--- config.mk ---
export PLATFORM = sky130hd
export DESIGN_NAME = button_conditioner
export DESIGN_NICKNAME = d
export VERILOG_FILES = /design/src/rtl/button_conditioner.sv
export SDC_FILE = /design/constraint.sdc
export NUM_CORES = 1
export LEC_CHECK = 0
export BUFFER_PORTS_ARGS = -buffer_cell sky130_fd_sc_hd__buf_4
export CORE_ASPECT_RATIO = 0.5
export CORE_MARGIN = 3
export CORE_UTILIZATION = 40
export DETAILED_ROUTE_END_ITERATION = 7
export SLEW_MARGIN = 20
export SYNTH_ARGS = -nofsm -noshare
export SYNTH_HDL_FRONTEND = slang
export SYNTH_SLANG_ARGS = --single-unit
--- constraint.sdc ---
create_clock -name master_clk -period 9.8 [get_ports master_clk]
set_clock_uncertainty 0.1 [all_clocks]
set_input_delay 0.49 -clock master_clk [delete_from_list [all_inputs] [get_ports master_clk]]
set_output_delay 0.49 -clock master_clk [all_outputs]
set_load 0.01 [all_outputs]
--- src/rtl/button_conditioner.sv ---
// Pushbutton front end: synchronise, debounce, press/release pulses
// and optional auto-repeat fire strobes for N independent channels.
module button_conditioner #(
    parameter int N_BTN           = 3,
    parameter int SYNC_STAGES     = 2,
    parameter int DEBOUNCE_CYCLES = 1000000,
    parameter int REPEAT_DELAY    = 40000000,
    parameter int REPEAT_PERIOD   = 10000000
) (
    input  logic             master_clk,
    input  logic             BTN_Reset,
    input  logic [N_BTN-1:0] btn_raw,
    input  logic [N_BTN-1:0] repeat_en,
    output logic [N_BTN-1:0] btn_level,
    output logic [N_BTN-1:0] btn_press,
    output logic [N_BTN-1:0] btn_release,
    output logic [N_BTN-1:0] btn_fire
);

    localparam int DW   = $clog2(DEBOUNCE_CYCLES) + 1;
    localparam int RMAX = (REPEAT_DELAY > REPEAT_PERIOD) ?
                          REPEAT_DELAY : REPEAT_PERIOD;
    localparam int RW   = $clog2(RMAX) + 1;

    localparam logic [DW-1:0] DB_LAST = DW'(DEBOUNCE_CYCLES - 1);
    localparam logic [RW-1:0] RD_LAST = RW'(REPEAT_DELAY - 1);
    localparam logic [RW-1:0] RP_LAST = RW'(REPEAT_PERIOD - 1);

    typedef enum logic [1:0] {
        IDLE,
        HOLD_DELAY,
        HOLD_REPEAT
    } rpt_state_t;

    for (genvar i = 0; i < N_BTN; i++) begin : g_ch
        logic [SYNC_STAGES-1:0] sync_q;
        logic                   s;
        logic [DW-1:0]          cnt_q;
        logic [DW-1:0]          cnt_d;
        logic                   accept;
        logic                   rise;
        logic                   fall;
        logic                   level_q;
        logic                   press_q;
        logic                   release_q;
        logic                   fire_q;
        rpt_state_t             state_q;
        rpt_state_t             state_d;
        logic [RW-1:0]          r_q;
        logic [RW-1:0]          r_d;
        logic                   strobe;

        assign s    = sync_q[SYNC_STAGES-1];
        assign rise = accept & s;
        assign fall = accept & ~s;

        // Counter only advances while s disagrees with the accepted level
        always_comb begin
            cnt_d  = cnt_q;
            accept = 1'b0;
            if (s == level_q) begin
                cnt_d = '0;
            end else if (cnt_q == DB_LAST) begin
                cnt_d  = '0;
                accept = 1'b1;
            end else begin
                cnt_d = cnt_q + DW'(1);
            end
        end

        always_comb begin
            state_d = state_q;
            r_d     = r_q;
            strobe  = 1'b0;
            unique case (state_q)
                IDLE: begin
                    if (rise) begin
                        state_d = HOLD_DELAY;
                        r_d     = '0;
                    end
                end
                HOLD_DELAY: begin
                    if (fall) begin
                        state_d = IDLE;
                    end else if (!repeat_en[i]) begin
                        r_d = '0;
                    end else if (r_q == RD_LAST) begin
                        strobe  = 1'b1;
                        r_d     = '0;
                        state_d = HOLD_REPEAT;
                    end else begin
                        r_d = r_q + RW'(1);
                    end
                end
                HOLD_REPEAT: begin
                    if (fall) begin
                        state_d = IDLE;
                    end else if (!repeat_en[i]) begin
                        r_d     = '0;
                        state_d = HOLD_DELAY;
                    end else if (r_q == RP_LAST) begin
                        strobe = 1'b1;
                        r_d    = '0;
                    end else begin
                        r_d = r_q + RW'(1);
                    end
                end
                default: begin
                    state_d = IDLE;
                    r_d     = '0;
                end
            endcase
        end

        always_ff @(posedge master_clk or posedge BTN_Reset) begin
            if (BTN_Reset) begin
                sync_q    <= '0;
                cnt_q     <= '0;
                level_q   <= 1'b0;
                press_q   <= 1'b0;
                release_q <= 1'b0;
                fire_q    <= 1'b0;
                state_q   <= IDLE;
                r_q       <= '0;
            end else begin
                sync_q    <= {sync_q[SYNC_STAGES-2:0], btn_raw[i]};
                cnt_q     <= cnt_d;
                level_q   <= accept ? s : level_q;
                press_q   <= rise;
                release_q <= fall;
                fire_q    <= rise | strobe;
                state_q   <= state_d;
                r_q       <= r_d;
            end
        end

        assign btn_level[i]   = level_q;
        assign btn_press[i]   = press_q;
        assign btn_release[i] = release_q;
        assign btn_fire[i]    = fire_q;
    end

endmodule
# Word level (Yosys, flattened, before mapping)
# Cells that the tools add are included.
totals:
  reg_bits: 168
  in_bits: 8
  out_inout_bits: 12
  word_cells: 165
classes:
  addsub: 6
  n_eq_ne: 36
  mux: 78
  n_bitwise: 12
  reduce_logical: 9
op_table:
  columns: ["cell", "count"]
  rows:
  - ["27-bit two-way mux", 21]
  - ["27-bit one-hot mux with 3 select lines", 3]
  - ["21-bit two-way mux", 6]
  - ["27-bit by 1-bit adder with 27-bit output, second input constant", 3]
  - ["27-bit by 24-bit equality test with 1-bit output, second input constant", 3]
  - ["27-bit by 26-bit equality test with 1-bit output, second input constant", 3]
  - ["21-bit by 1-bit adder with 21-bit output, second input constant", 3]
  - ["21-bit by 20-bit equality test with 1-bit output, second input constant", 3]
  - ["2-bit two-way mux", 18]
  - ["3-bit inequality test, second input constant", 9]
  - ["1-bit two-way mux", 24]
  - ["2-bit inequality test, second input constant", 9]
  - ["2-bit one-hot mux with 3 select lines", 3]
  - ["4-bit AND reduction", 3]
  - ["3-bit AND reduction", 3]
  - ["1-bit AND", 6]
  - ["2-bit by 1-bit equality test with 1-bit output, second input constant", 3]
  - ["2-bit equality test, second input constant", 3]
  - ["2-bit zero test", 3]
  - ["1-bit one-hot mux with 2 select lines", 3]
  - ["1-bit equality test", 3]
  - ["1-bit NOT", 3]
  - ["1-bit OR", 3]

# Logic depth before layout (Yosys ltp)
# Gate-level depths: netlist (run 1).
depth:
  ltp_word: 7
  ltp_mapped: 11
  ltp_nobuf: 8

# Worst setup path after synthesis (run 1)
# Ideal clock, no wire load.
synth_timing:
  path_type: "register to register"
  from: "register g_ch[2].r_q[13]"
  to: "register g_ch[2].r_q[25]"
  setup_time_ns: 0.121
  arrival_ns: 2.379
  required_time_ns: 9.579
  setup_slack_ns: 7.200
  stages_incl_launch_ff: 9
  path_buffers: 2
  cell_sequence: "dfrtp_1 or4b_1 or4_1 buf_2 o2111ai_4 and2_1 buf_6 o21ai_1 a22o_1"
synth_via:
  elab_chain_len: 5
  word_cells_on_any_way: 10
  cone_classes: "1 x add/sub; 2 x eq/ne; 7 x mux"
synth_rtl:
  columns: ["item", "line_no", "text"]
  rows:
  - ["start: declaration", "49", "logic [RW-1:0] r_q;"]
  - ["start signal: assignment", "133", "r_q <= r_d;"]
  - ["27-bit by 1-bit adder with 27-bit output, or another cell as far along", "92, 105", null]
  - ["27-bit two-way mux, on equally long branches", "101, 87", null]
  - ["27-bit two-way mux, on equally long branches", "98, 85", null]
  - ["27-bit two-way mux, on equally long branches", "96, 83", null]
  - ["27-bit one-hot mux with 3 select lines (*)", "75", "unique case (state_q)"]
# Mark *: on every way between the ends. The rest lies on a longest branch, timed or not. The select of a mux whose other input is x is not followed.
# A chain may end at the register's enable or synchronous reset.

# Worst setup path in the final report (run 1)
layout_timing:
  from: "register g_ch[1].r_q[0]"
  to: "register g_ch[1].r_q[15]"
layout_via:
  elab_chain_len: 5
  word_cells_on_any_way: 10
  cone_classes: "1 x add/sub; 2 x eq/ne; 7 x mux"
layout_rtl:
  columns: ["item", "line_no"]
  rows:
  - ["start: declaration", "49"]
  - ["start signal: assignment", "133"]
  - ["27-bit by 1-bit adder with 27-bit output, or another cell as far along", "92, 105"]
  - ["27-bit two-way mux, on equally long branches", "101, 87"]
  - ["27-bit two-way mux, on equally long branches", "98, 85"]
  - ["27-bit two-way mux, on equally long branches", "96, 83"]
  - ["27-bit one-hot mux with 3 select lines (*)", "75"]
# Marks and branches as above.

==> flow_summary.json, run 1 <==
{
  "io_pins": 20,
  "synth.largest_area_cell": "dfrtp_1",
  "async_flop_share_pct": 100,
  "place_hpwl_um": 14100,
  "synth-adder-area-share_pct": 2.37,
  "antenna_found_initial": 0,
  "portBuffers": 19,
  "rows": 39,
  "ant_nets": 0,
  "synth_top_area_share_pct": 44.3,
  "cts-root-buf": "clkbuf_16",
  "synth_nets": 1075,
  "layout_min_cycle_time_ns": 3.61,
  "ys_ff_latch": 168,
  "seq_area_frac_synth_pct": 44.3,
  "worstSkewPairLatency_ns": 0.44,
  "clock_path_buffers": 2,
  "synth_area_leaders": "dfrtp_1 (44%), nor2_1 (4.9%), nand3_1 (4.2%), nand2_1 (3.5%), xor2_1 (3.4%)",
  "synth_top_family_by_area": "simple AND/OR/NAND/NOR gates",
  "num_antenna_cells": 0,
  "synth_ff_type": "dfrtp_1",
  "fin_ws_ns": 6.19,
  "first_pass_iters": 5,
  "clkTransAtPathRegs_ns": 0.07,
  "powerDensity_nw_per_um2": 152,
  "wl_per_cell_um": 15.8,
  "min_path_type": "input pin to asynchronous set/reset pin",
  "critPathLaunchType": "flop",
  "drt_wl_total_um": 21400,
  "holdWs_ns": -0.00163,
  "finalCritPeriodShare_pct": 36.8,
  "initial_utilization_pct": 41.2,
  "cts-hold-fix-buffers": 0,
  "status": "finished, violations left",
  "numCtsBuffers": 17,
  "critical_path_class": "flop to flop",
  "drive_gt1_share_pct": 7.60,
  "cts_tree": "yes",
  "hold_viol_final": 1,
  "yosys.area_share.simple_pct": 28.2,
  "post_drt_via_cell_ratio": 5.77,
  "rsz0062_at_grt": "false",
  "fp.dieW_um": 224,
  "slew_viol_final": 0,
  "drc_errors": 0,
  "grt_first_pass_wirelength_um": 36900,
  "grt_max_degree": 61,
  "tns_ns": 0,
  "synthXorXnorAreaFrac_pct": 5.35,
  "track_usage_pct": 17.4,
  "ir_drop_v": 0.0000898,
  "synthMuxAreaShare_pct": 0.685,
  "setup_viol": 0,
  "grt_pass1_vias": 7476,
  "fmaxAchievable_mhz": 277,
  "slew_headroom_pct": 33.5,
  "syn_avg_cell_area_um2": 9.05,
  "coreArea_um2": 23100,
  "place.gp.congestion": 0.840,
  "yosysMostFrequentCell": "dfrtp_1",
  "worst_pin_slew_ns": 0.997,
  "cp_max_fo": 27,
  "place_ws_ns": 6.23,
  "die_y_um": 115,
  "post_cts_resized": 0,
  "cp-end-kind": "flop",
  "clock-sinks": 168,
  "nFillCells": 2232,
  "drv_cap": 0,
  "postCtsSetupRepairBufs": 0,
  "ys_warn_count": 0,
  "synth_edf_count": 0,
  "die_area_um2": 25700,
  "synth-compound-area-share_pct": 15.0,
  "finalNetCount": 1065,
  "drt_first_iter_violations": 683,
  "synth_cell_type_count": 69,
  "synthesis.area_um2": 9500,
  "leakage_nw": 4.40,
  "cp.required_ns": 10.02,
  "worstPathArrival_ns": 3.83,
  "htreeDepth": 4,
  "violations": "negative hold slack",
  "area_growth_pct": 9.95,
  "synth.top_cells.by_count": "dfrtp_1 (168), nor2_1 (124), nand2_1 (88), nand3_1 (79), o21ai_0 (47)",
  "grt-ovfl-total": 0,
  "synthCells": 1049,
  "num_vias": 7842
}
placed cells by master (no fill, tap or decap), types with 4 or more instances in the layout:
| cell type | n |
|---|---|
| a21o_1 | 9 |
| a21oi_1 | 12 |
| a22o_1 | 33 |
| a31oi_1 | 16 |
| and2_1 | 24 |
| and3_1 | 32 |
| and4_1 | 16 |
| buf_4 | 25 |
| clkbuf_16 | 17 |
| clkbuf_8 | 4 |
| dfrtp_1 | 168 |
| ha_1 | 18 |
| inv_1 | 34 |
| mux2_2 | 4 |
| nand2_1 | 88 |
| nand2b_1 | 5 |
| nand3_1 | 79 |
| nand3b_1 | 4 |
| nand4_1 | 37 |
| nor2_1 | 124 |
| nor2b_1 | 12 |
| nor3_1 | 27 |
| nor3b_1 | 5 |
| nor4_1 | 16 |
| nor4b_1 | 14 |
| nor4bb_1 | 4 |
| o21ai_0 | 47 |
| o21ai_1 | 8 |
| o22ai_1 | 4 |
| o311ai_0 | 9 |
| o31ai_1 | 20 |
| or2_2 | 7 |
| or3_1 | 5 |
| xnor2_1 | 21 |
| xor2_1 | 37 |
area by class of cell:
| cell class | count | area, µm² | share of cell area, % |
|---|---|---|---|
| Multi-Input combinational cell | 792 | 4910 | 47.0 |
| Sequential cell | 168 | 4200 | 40.3 |
| Clock buffer | 22 | 484 | 4.64 |
| Tap cell | 307 | 384 | 3.68 |
| Timing Repair Buffer | 25 | 188 | 1.80 |
| Clock inverter | 10 | 140 | 1.34 |
| Inverter | 35 | 136 | 1.31 |
worst paths after layout:
kind                                        startpoint                     endpoint  slack (ns)  cells after the start
setup / recovery            g_ch[1].r_q[0]$_DFFE_PP0P_  g_ch[1].r_q[15]$_DFFE_PP0P_        6.19                      8
min in group master_clk                     btn_raw[1]  g_ch[1].sync_q[0]$_DFF_PP0_        0.05                      1
hold reg to reg            g_ch[1].sync_q[0]$_DFF_PP0_  g_ch[1].sync_q[1]$_DFF_PP0_        0.25                      0
hold / removal                               BTN_Reset  g_ch[1].r_q[21]$_DFFE_PP0P_      -0.002                      2
max in group asynchronous                    BTN_Reset  g_ch[2].r_q[23]$_DFFE_PP0P_        7.76                      4
setup reg to reg            g_ch[1].r_q[0]$_DFFE_PP0P_  g_ch[1].r_q[15]$_DFFE_PP0P_        6.19                      8
critical path: stages, from the launching register on:
cell	delay, ns
dfrtp_1	0.40
ha_1	0.21
nand3_1	0.21
or3_1	0.49
o311ai_1	0.32
o21a_1	0.75
nor2_1	0.40
buf_4	0.30
a221o_1	0.30
power by group:
part           leakage, nW  switching (W)  internal [W]  total (W)
combinational         1.84       0.000105     0.0000457   0.000151
clock                0.299       0.000290      0.000429   0.000719
sequential            2.26      0.0000101      0.000704   0.000714
state kept, by name, indices dropped and copies added, names as in the netlist:
register	cells
g_ch.release_q	3
g_ch.state_q	6
g_ch.cnt_q	63
g_ch.press_q	3
g_ch.fire_q	3
g_ch.level_q	3
g_ch.sync_q	6
g_ch.r_q	81
through the flow:
step	cell area, µm²	instances	util, %	power [W]
5_1_grt	10400	1359	45.2	0.00166
6_report	10400	1359	45.2	0.00158
3_5_place_dp	9820	1327	42.5	0.000878
2_1_floorplan	9500	1049	-	0.000838
4_1_cts	10400	1359	45.2	0.00161
3_3_place_gp	9820	1327	42.5	0.000873
cell families after synthesis:
logic type	after synthesis
and+or+nand+nor	513
AOI/OAI and AO/OA	197
DFF	168
buffers and inverters	89
xor gates and xnor gates	58
adders and majority gates	18
muxes	6
metal layers:
layer | vias to the layer above | part of all wire [%] | track usage [%]
met5 | - | 0 | 0
met4 | 0 | 0.91 | 4.77
met3 | 18 | 4.3 | 4.39
met2 | 157 | 45 | 28.0
met1 | 3856 | 50 | 23.6
li1 | 3811 | - | -
Power figures use the tool's default switching activity.
==> run 2: changes to the inputs <==
==> constraint.sdc (replaced) <==
create_clock -name master_clk -period 3 [get_ports master_clk]
set_clock_uncertainty 0.1 [all_clocks]
set_input_delay 0.15 -clock master_clk [delete_from_list [all_inputs] [get_ports master_clk]]
set_output_delay 0.15 -clock master_clk [all_outputs]
set_load 0.01 [all_outputs]
==> run 2 against run 1 <==
The flow now finishes without violations. Sequential power grew to 3.3 times the previous value. Global-route usage grew 0.25 points. Register-to-register slack lost 6.1 ns. Flip-flop and latch count is the same. Hold slack gained 0.043 ns. Maximum frequency grew 26%. Routed wire length grew 1.1%. Final cell count grew 2.2%. Clock-buffer cell count shrank 5. Utilization grew 1.3 points. Die area is the same. Clock power grew to 3.3 times the previous value. Critical path type unchanged. Critical endpoint is now g_ch[2].r_q[22]$_DFFE_PP0P_. Largest cell class unchanged. Largest power group unchanged. Highest routed layer unchanged.
==> flow_summary.json, run 2 (synthesized netlist as in run 1, its figures left out) <==
{
  "layout_commonest_cell": "dfrtp_1",
  "antenna_found_initial": 0,
  "min_path_type": "input pin to flop",
  "ant_nets": 0,
  "numCtsBuffers": 17,
  "finalPower_w": 0.00525,
  "num_antenna_cells": 0,
  "dp_cells": 1351,
  "wl_per_cell_um": 15.6,
  "largestRegisters": "g_ch.r_q: 81 flops, g_ch.cnt_q: 63 flops",
  "rr_worst_depth": 7,
  "worstPathArrival_ns": 3.09,
  "cp_max_fo": 10,
  "final_area_um2": 10700,
  "drc_errors": 0,
  "grt_max_degree": 94,
  "r2r_start": "g_ch[2].r_q[13]$_DFFE_PP0P_",
  "die_y_um": 115,
  "finalCritPeriodShare_pct": 95.4,
  "slowest_delay_ns": 0.65,
  "leakage_nw": 4.57,
  "drt_wl_total_um": 21600,
  "largest_reg_flops": 81,
  "placement.cell_area_um2": 10000,
  "worst_pin_slew_ns": 0.649,
  "grt-ovfl-total": 0,
  "cp_slowest_cell": "or4_1",
  "status": "finished clean",
  "postCtsSetupRepairBufs": 0,
  "drive_gt1_share_pct": 9.89,
  "clock_path_buffers": 2,
  "drt_first_iter_violations": 599,
  "num_vias": 7918,
  "slew_viol_final": 0,
  "ir_drop_v": 0.000400,
  "worstSkewPairLatency_ns": 0.44,
  "rsz0062_at_grt": "false",
  "final_util_pct": 46.6,
  "initial_utilization_pct": 41.2,
  "clock-sinks": 168,
  "cts_tree": "yes",
  "setup_viol": 0,
  "top_register": "g_ch.r_q",
  "io_pins": 20,
  "powerDensity_nw_per_um2": 489,
  "rows": 39,
  "final_cell_mix": "dfrtp_1 (168), nor2_1 (124), nand2_1 (87), nand3_1 (79), o21ai_0 (47)",
  "nFillCells": 2249,
  "fp.dieW_um": 224,
  "path_cells": "or4b_1 -> or4_1 -> o21ai_2 -> buf_4 -> nand2_2 -> a21o_1 -> a22o_1",
  "hold_viol_final": 0,
  "clkTransAtPathRegs_ns": 0.07,
  "min_from": "repeat_en[1]",
  "place.gp.congestion": 0.827,
  "critical_path_class": "flop to flop",
  "seqCellArea_um2": 4200,
  "cts-root-buf": "clkbuf_16",
  "finalNetCount": 1095,
  "r2r-end": "g_ch[2].r_q[22]$_DFFE_PP0P_",
  "cp.required_ns": 3.23,
  "grt_first_pass_wirelength_um": 37700,
  "fin_cells": 1389,
  "drv_cap": 0,
  "area_growth_pct": 13.1,
  "layout_min_cycle_time_ns": 2.86,
  "coreArea_um2": 23100,
  "fmaxAchievable_mhz": 349,
  "cp-end-kind": "flop",
  "slew_headroom_pct": 56.1,
  "place_hpwl_um": 14600,
  "tns_ns": 0,
  "hold_end": "g_ch[1].state_q[0]$_DFFE_PP0P_",
  "critPathLaunchType": "flop",
  "reg2reg_setup_slack_ns": 0.14,
  "track_usage_pct": 17.7,
  "die_area_um2": 25700,
  "post_drt_via_cell_ratio": 5.70,
  "min_path_cells": 5,
  "grt_pass1_vias": 7859,
  "portBuffers": 19,
  "first_pass_iters": 5,
  "htreeDepth": 4,
  "multiInputGateArea_um2": 4930
}
[run 2: critical path: cells and delay by family, from the launching register on]
family	cells	cell delay [ns]
compound gates	3	0.71
buf+inv	1	0.18
flops	1	0.42
simple gates	3	1.33
[run 2: report_power, final]
part	internal (W)	switching, W
logic	0.000187	0.000355
clock network	0.00135	0.00103
registers	0.00230	0.0000342
total	0.00383	0.00142
[run 2: worst max-delay path by stage]
stage	cells past startpoint	from	slack [ns]	endpoint
floorplan	8	g_ch[2].r_q[13]$_DFFE_PP0P_	0.40	g_ch[2].r_q[25]$_DFFE_PP0P_
global placement	7	g_ch[2].r_q[13]$_DFFE_PP0P_	0.25	g_ch[2].r_q[9]$_DFFE_PP0P_
detailed placement	6	g_ch[0].cnt_q[6]$_DFF_PP0_	0.14	g_ch[0].state_q[0]$_DFFE_PP0P_
CTS	6	g_ch[0].cnt_q[6]$_DFF_PP0_	0.14	g_ch[0].state_q[0]$_DFFE_PP0P_
global route	5	g_ch[0].cnt_q[6]$_DFF_PP0_	0.01	g_ch[0].state_q[0]$_DFFE_PP0P_
finish	7	g_ch[2].r_q[13]$_DFFE_PP0P_	0.14	g_ch[2].r_q[22]$_DFFE_PP0P_
[run 2: layout make-up]
| type | instances | share of cell area [%] |
|---|---|---|
| flip-flops and latches | 168 | 39.1 |
| clock inverters | 15 | 1.91 |
| well taps | 307 | 3.57 |
| inverters | 35 | 1.26 |
| multi-input cells | 792 | 45.8 |
| clock buffers | 17 | 3.96 |
| repair buffers | 55 | 4.33 |
[run 2: layer usage]
layer | track usage (%) | vias up | routed length, µm
met5 | 0 | - | 0
met4 | 6.00 | 0 | 238
met3 | 4.03 | 21 | 643
met2 | 29.6 | 96 | 10100
met1 | 22.8 | 3932 | 10600
li1 | - | 3869 | -
[run 2: repair_timing]
| action | 4_1_cts | 5_1_grt |
|---|---|---|
| endpoints found under the setup margin | 0 | 3 |
| endpoints found under the hold margin | 175 | 0 |
| resized for setup | 0 | 3 |
| hold buffers | 6 | 0 |
[run 2: per-stage QoR]
step                hold slack [ns]  worst slack, ns
CTS                          0.0213            0.141
finish                       0.0417            0.138
global route                 0.0692           0.0111
global placement            -0.0413            0.252
detailed placement          -0.0446            0.143
floorplan                    0.0814            0.400
